### config.mk
export PLATFORM = sky130hd
export DESIGN_NAME = hamming_rx_scheduler
export DESIGN_NICKNAME = d
export VERILOG_FILES = /design/src/rtl/hamming_sched_pkg.sv /design/src/rtl/rr_arbiter2.sv /design/src/rtl/hamming_rx_scheduler.sv
export SDC_FILE = /design/constraint.sdc
export NUM_CORES = 1
export LEC_CHECK = 0
export CORE_ASPECT_RATIO = 1.2
export CORE_MARGIN = 2
export CORE_UTILIZATION = 65
export CTS_BUF_LIST = sky130_fd_sc_hd__clkbuf_8
export CTS_CLUSTER_SIZE = 14
export DETAILED_ROUTE_END_ITERATION = 10
export DONT_BUFFER_PORTS = 1
export PLACE_DENSITY_LB_ADDON = 0.25
export SLEW_MARGIN = 20
export SYNTH_ARGS = -nofsm -noshare
export SYNTH_HDL_FRONTEND = slang
export SYNTH_HIERARCHICAL = 1
export SYNTH_SLANG_ARGS = --single-unit
### constraint.sdc
create_clock -name clk -period 5.9 [get_ports clk]
set_input_delay 1.18 -clock clk [delete_from_list [all_inputs] [get_ports clk]]
set_output_delay 1.18 -clock clk [all_outputs]
set_load 0.02 [all_outputs]
### src/rtl/hamming_sched_pkg.sv
// hamming_sched_pkg: shared state encoding, widths and helpers for the Hamming receive scheduler.
package hamming_sched_pkg;

    typedef enum logic [2:0] {
        IDLE    = 3'd0,
        ISSUE   = 3'd1,
        WAIT    = 3'd2,
        CAPTURE = 3'd3,
        OUTPUT  = 3'd4
    } state_e;

    localparam int CODE_W = 7;
    localparam int NIB_W  = 4;
    localparam int SYN_W  = 3;
    localparam int CNT_W  = 8;

    function automatic logic [CNT_W-1:0] sat_inc(input logic [CNT_W-1:0] v);
        return (&v) ? v : v + 1'b1;
    endfunction

endpackage

### src/rtl/rr_arbiter2.sv
// rr_arbiter2: two-request round-robin arbiter; the pointer moves past the winner on accept.
module rr_arbiter2 (
    input  logic       clk,
    input  logic       rst_n,
    input  logic [1:0] req_i,
    input  logic       accept_i,
    output logic [1:0] gnt_o,
    output logic       gnt_idx_o
);

    logic ptr_q, ptr_d;

    always_comb begin
        gnt_idx_o = req_i[ptr_q] ? ptr_q : ~ptr_q;
        gnt_o     = (2'b01 << gnt_idx_o) & req_i;
        ptr_d     = accept_i ? ~gnt_idx_o : ptr_q;
    end

    always_ff @(posedge clk or negedge rst_n) begin
        if (!rst_n) ptr_q <= 1'b0;
        else        ptr_q <= ptr_d;
    end

endmodule

### src/rtl/hamming_rx_scheduler.sv
// hamming_rx_scheduler: shares one Hamming(7,4) decoder between two UART channels and pairs nibbles
// into bytes. Define HAMMING_SCHED_STATS_EN to add per-channel corrected-error counters.
module hamming_rx_scheduler
    import hamming_sched_pkg::*;
#(
    parameter int DEC_LATENCY = 2,
    parameter int NUM_CH      = 2
) (
    input  logic                     clk,
    input  logic                     rst_n,
    input  logic [NUM_CH-1:0]        req_valid,
    input  logic [NUM_CH*CODE_W-1:0] req_code,
    output logic [NUM_CH-1:0]        req_ready,
    output logic [CODE_W-1:0]        dec_in,
    output logic                     dec_ena,
    input  logic [NIB_W-1:0]         dec_data,
    input  logic [SYN_W-1:0]         dec_syndrome,
    output logic                     out_valid,
    input  logic                     out_ready,
    output logic [2*NIB_W-1:0]       out_byte,
    output logic                     out_chan,
    output logic                     out_err,
    output logic                     busy
`ifdef HAMMING_SCHED_STATS_EN
    ,
    input  logic                     stats_clr,
    output logic [CNT_W-1:0]         corr_cnt0,
    output logic [CNT_W-1:0]         corr_cnt1
`endif
);

    state_e                  state_q, state_d;
    logic [2:0]              cnt_q, cnt_d;
    logic [CODE_W-1:0]       dec_in_q, dec_in_d;
    logic                    grant_q, grant_d;
    logic [1:0]              pend_q, pend_d;
    logic [1:0]              err_lo_q, err_lo_d;
    logic [1:0][NIB_W-1:0]   lo_q, lo_d;
    logic [2*NIB_W-1:0]      byte_q, byte_d;
    logic                    chan_q, chan_d;
    logic                    err_q, err_d;
    logic [1:0]              gnt, blocked;
    logic                    gnt_idx, hs, syn_err;

    // A channel whose completed byte is waiting in OUTPUT may not be granted again.
    assign blocked   = (state_q == OUTPUT) ? {chan_q, ~chan_q} : 2'b00;
    assign req_ready = (rst_n && state_q == IDLE) ? gnt : 2'b00;
    assign hs        = |(req_valid & req_ready);
    assign syn_err   = |dec_syndrome;

    rr_arbiter2 u_arb (
        .clk       (clk),
        .rst_n     (rst_n),
        .req_i     (req_valid & ~blocked),
        .accept_i  (hs),
        .gnt_o     (gnt),
        .gnt_idx_o (gnt_idx)
    );

    always_comb begin
        state_d  = state_q;
        cnt_d    = cnt_q;
        dec_in_d = dec_in_q;
        grant_d  = grant_q;
        pend_d   = pend_q;
        err_lo_d = err_lo_q;
        lo_d     = lo_q;
        byte_d   = byte_q;
        chan_d   = chan_q;
        err_d    = err_q;
        case (state_q)
            IDLE: begin
                if (hs) begin
                    dec_in_d = gnt_idx ? req_code[2*CODE_W-1:CODE_W] : req_code[CODE_W-1:0];
                    grant_d  = gnt_idx;
                    state_d  = ISSUE;
                end
            end
            ISSUE: begin
                cnt_d   = 3'(DEC_LATENCY - 1);
                state_d = WAIT;
            end
            WAIT: begin
                if (cnt_q == 3'd0) state_d = CAPTURE;
                else               cnt_d   = cnt_q - 3'd1;
            end
            CAPTURE: begin
                if (!pend_q[grant_q]) begin
                    lo_d[grant_q]     = dec_data;
                    err_lo_d[grant_q] = syn_err;
                    pend_d[grant_q]   = 1'b1;
                    state_d           = IDLE;
                end else begin
                    byte_d          = {dec_data, lo_q[grant_q]};
                    chan_d          = grant_q;
                    err_d           = err_lo_q[grant_q] | syn_err;
                    pend_d[grant_q] = 1'b0;
                    state_d         = OUTPUT;
                end
            end
            OUTPUT: begin
                if (out_ready) state_d = IDLE;
            end
            default: state_d = IDLE;
        endcase
    end

    always_ff @(posedge clk or negedge rst_n) begin
        if (!rst_n) begin
            state_q  <= IDLE;
            cnt_q    <= '0;
            dec_in_q <= '0;
            grant_q  <= 1'b0;
            pend_q   <= '0;
            err_lo_q <= '0;
            lo_q     <= '0;
            byte_q   <= '0;
            chan_q   <= 1'b0;
            err_q    <= 1'b0;
        end else begin
            state_q  <= state_d;
            cnt_q    <= cnt_d;
            dec_in_q <= dec_in_d;
            grant_q  <= grant_d;
            pend_q   <= pend_d;
            err_lo_q <= err_lo_d;
            lo_q     <= lo_d;
            byte_q   <= byte_d;
            chan_q   <= chan_d;
            err_q    <= err_d;
        end
    end

    assign dec_in    = dec_in_q;
    assign dec_ena   = (state_q == ISSUE);
    assign out_valid = (state_q == OUTPUT);
    assign out_byte  = byte_q;
    assign out_chan  = chan_q;
    assign out_err   = err_q;
    assign busy      = (state_q != IDLE);

`ifdef HAMMING_SCHED_STATS_EN
    logic [CNT_W-1:0] cc0_q, cc1_q;
    logic             corr;

    assign corr = (state_q == CAPTURE) && syn_err;

    always_ff @(posedge clk or negedge rst_n) begin
        if (!rst_n) begin
            cc0_q <= '0;
            cc1_q <= '0;
        end else if (stats_clr) begin
            cc0_q <= '0;
            cc1_q <= '0;
        end else if (corr) begin
            if (grant_q) cc1_q <= sat_inc(cc1_q);
            else         cc0_q <= sat_inc(cc0_q);
        end
    end

    assign corr_cnt0 = cc0_q;
    assign corr_cnt1 = cc1_q;
`endif

endmodule

==> metrics.yaml <==
outcome: "finished clean"
grt_usage_pct: 21.68
setup-tns-final_ns: 0
cts_inserted_buffers: 5
syn-cell-area_um2: 1891
synth_common_cells: "dfrtp_1, mux2_2, mux2_4"
finalCritPeriodShare_pct: 57.33
p_sw_mw: 0.4190
maxCapViolations: 0
routed.top_layer: "met4"
setup_viol: 0
synth_area_leaders: "dfrtp_1, mux2_2, mux2_4"
hold_path.class: "reg -> reg"
rsz0062_at_grt: "false"
wl_per_cell_um: 17.44
fin_nets: 174
synth.most_common_cell: "dfrtp_1"
syn_inst: 146
n_antenna_cell: 0
holdPathStages: 1
via_per_inst: 6.150
worst_pin_slew_ns: 0.9835
final_area_um2: 1982
worstPathRequired_ns: 4.72
insertion_delay_ns: 0.28
r2r_cells: 5
path_delay_family: "simple AND/OR/NAND/NOR gates"
drv_slew: 0
pwr-share-clk_pct: 15.8
critPathKind: "reg -> out"
ys_seq_area_share_pct: 48.97
met3WireLength_um: 152
ir_drop_v: 0.0003499
cts_setup_buffers: 0
fmax_mhz: 295.6
cts_resized: 0
die_x_um: 53.23
place_area_um2: 1892
portBuffers: 0
start_util_pct: 67.88
clockBufferDepth: 2
wl_met2_um: 1741
critPathSlowestCell: "dfrtp_1"
grt_start_max_net_pins: 40
cts_tree: "yes"
async_flop_share_pct: 100.0
hold_buffers: 0
cp.arrival_ns: 2.20
route.detailed.drc: 0
drt_iter0_drc: 27
vias: 1107
cp_max_fo: 17
dr.pass1.iters: 4
finish.utilization_pct: 71.16
fin_skew_ns: 0.004961
cp_slowest_stage_delay_ns: 0.58
ys_types: 45
ant_nets: 0
p_leak_nw: 0.8743
routed_wl_um: 3139
syn2layout_area_growth_pct: 4.831
synth-main-ff-cell: "dfrtp_1"
min_period_ns: 3.382
synth_fp_nets: 174
p_int_mw: 0.6807
min_to: "lo_q[4]"
rows: 21
yosys_warnings: 6
path_common_cell: "and2_1"
r2r-end: "dec_in[5]"
combPwrFrac_pct: 32.5
power.density_nw_per_um2: 554.8
p_sw_share_pct: 38.10
htree_num_levels: 2
hold_viol_final: 0
ys_seq_elements: 37
critical_path.startpoint_type: "flip-flop"
drt-met1-wl_um: 1218
min-delay-start: "lo_q[4]"
drive_gt1_share_pct: 38.36
r2r_start: "state_q[1]"
core_um2: 2785
globalRouteOverflowTotal: 0
dieArea_um2: 3358
yosys.area.top_type: "dfrtp_1"
cts.sinks: 37
gp_congestion: 0.6530
die_h_um: 63.08
grt_pass1_vias: 1191
synth-edff-count: 0
crit_chain: "or3_1 > inv_1 > a21boi_0 > nand2_1 > and2_1 > and2_1"
syn_avg_cell_area_um2: 12.95
rrSetupSlack_ns: 3.03
antenna_found_initial: 0
dpl.hpwl_um: 2229
clkTransAtPathRegs_ns: 0.07
synth_top_area_share_pct: 48.97
pwr-share-seq_pct: 51.7
critPathBufInv: 1
io_pins: 48
endpoint_kind: "output port"
cts-root-buf: "clkbuf_8"
fill_cells: 212
slew_headroom_pct: 33.74
grt_pass1_wl_um: 5257
-- cells by family (layout without fill, tap and decap cells) --
kind of cell,after synthesis,in the layout,share of synthesized area (%)
AO/OA/AOI/OAI,21,21,7.877
XOR/XNOR,2,2,0.9267
adder cells (fa/ha/maj),2,2,1.323
buffers and inverters,12,12,3.177
flip-flops,37,37,48.97
multiplexers,38,38,24.42
AND/OR/NAND/NOR,34,34,13.30
-- metrics by stage --
stage / hold WS (ns) / worst slack (ns) / power [mW] / instances
final: 0.5097 / 2.518 / 1.100 / 180
after global routing: 0.5141 / 2.344 / 1.175 / 180
after CTS: 0.5088 / 2.504 / 1.113 / 180
after detailed placement: 0.4903 / 2.709 / 0.9335 / 173
after global placement: 0.4828 / 2.822 / 0.9059 / 173
after floorplan: 0.4741 / 2.853 / 0.8779 / 146
-- sequential cells by signal, summed over array words and instances (netlist names), named ones only --
register,count
err_lo_q,2
out_err,1
grant_q,1
dec_in,7
out_byte,8
lo_q,8
state_q,3
u_arb/ptr_q,1
cnt_q,3
out_chan,1
-- layout make-up --
cell class | count | area [µm²] | share of cell area (%)
multi-input cells | 97 | 904.6 | 45.64
clock inverters | 1 | 7.507 | 0.3788
well taps | 34 | 42.54 | 2.146
clock buffers | 6 | 82.58 | 4.167
inverters | 5 | 18.77 | 0.9470
flip-flops and latches | 37 | 925.9 | 46.72
-- cell usage in the layout, fill, tap and decap left out, drive strengths merged, types with 2 or more instances in the layout --
cell type | netlist | layout
nand2 | 5 | 5
and2 | 3 | 3
a311oi | 2 | 2
xnor2 | 2 | 2
nand3 | 3 | 3
mux2 | 38 | 38
inv | 5 | 5
dfrtp | 37 | 37
nand2b | 3 | 3
or3 | 3 | 3
o21ai | 3 | 3
clkbuf | 1 | 6
and2b | 2 | 2
a21boi | 2 | 2
nor2 | 4 | 4
nor3b | 3 | 3
a21oi | 6 | 6
ha | 2 | 2
nor3 | 2 | 2
-- worst register-to-register path: stages, from the launching register on --
cell and delay [ns]:
dfrtp_1 0.58, or3_1 0.48, o21a_1 0.23, o21ai_0 0.79, mux2_2 0.42, mux2_2 0.26
-- power groups by stage --
| stage | clock network [mW] | logic, mW | registers, mW |
|---|---|---|---|
| after floorplan | 0 | 0.363 | 0.515 |
| after global placement | 0 | 0.341 | 0.565 |
| after detailed placement | 0 | 0.359 | 0.575 |
| after CTS | 0.180 | 0.362 | 0.571 |
| after global routing | 0.194 | 0.392 | 0.589 |
| final | 0.174 | 0.357 | 0.568 |
-- worst max-delay path by stage --
stage	from	end	slack (ns)	cells past startpoint
3_5_place_dp	req_valid[1]	req_ready[1]	2.71	3
5_1_grt	state_q[1]	req_ready[1]	2.34	5
6_report	state_q[1]	req_ready[0]	2.52	6
2_1_floorplan	req_valid[1]	req_ready[1]	2.85	3
4_1_cts	state_q[1]	req_ready[0]	2.50	6
3_3_place_gp	req_valid[1]	req_ready[1]	2.82	3
-- layer usage --
metal	vias to the layer above	track usage [%]
met5	-	0
li1	519	-
met2	28	37.04
met3	2	7.820
met1	558	23.66
met4	0	8.333
Note: power is estimated with default switching activity, not from simulation.
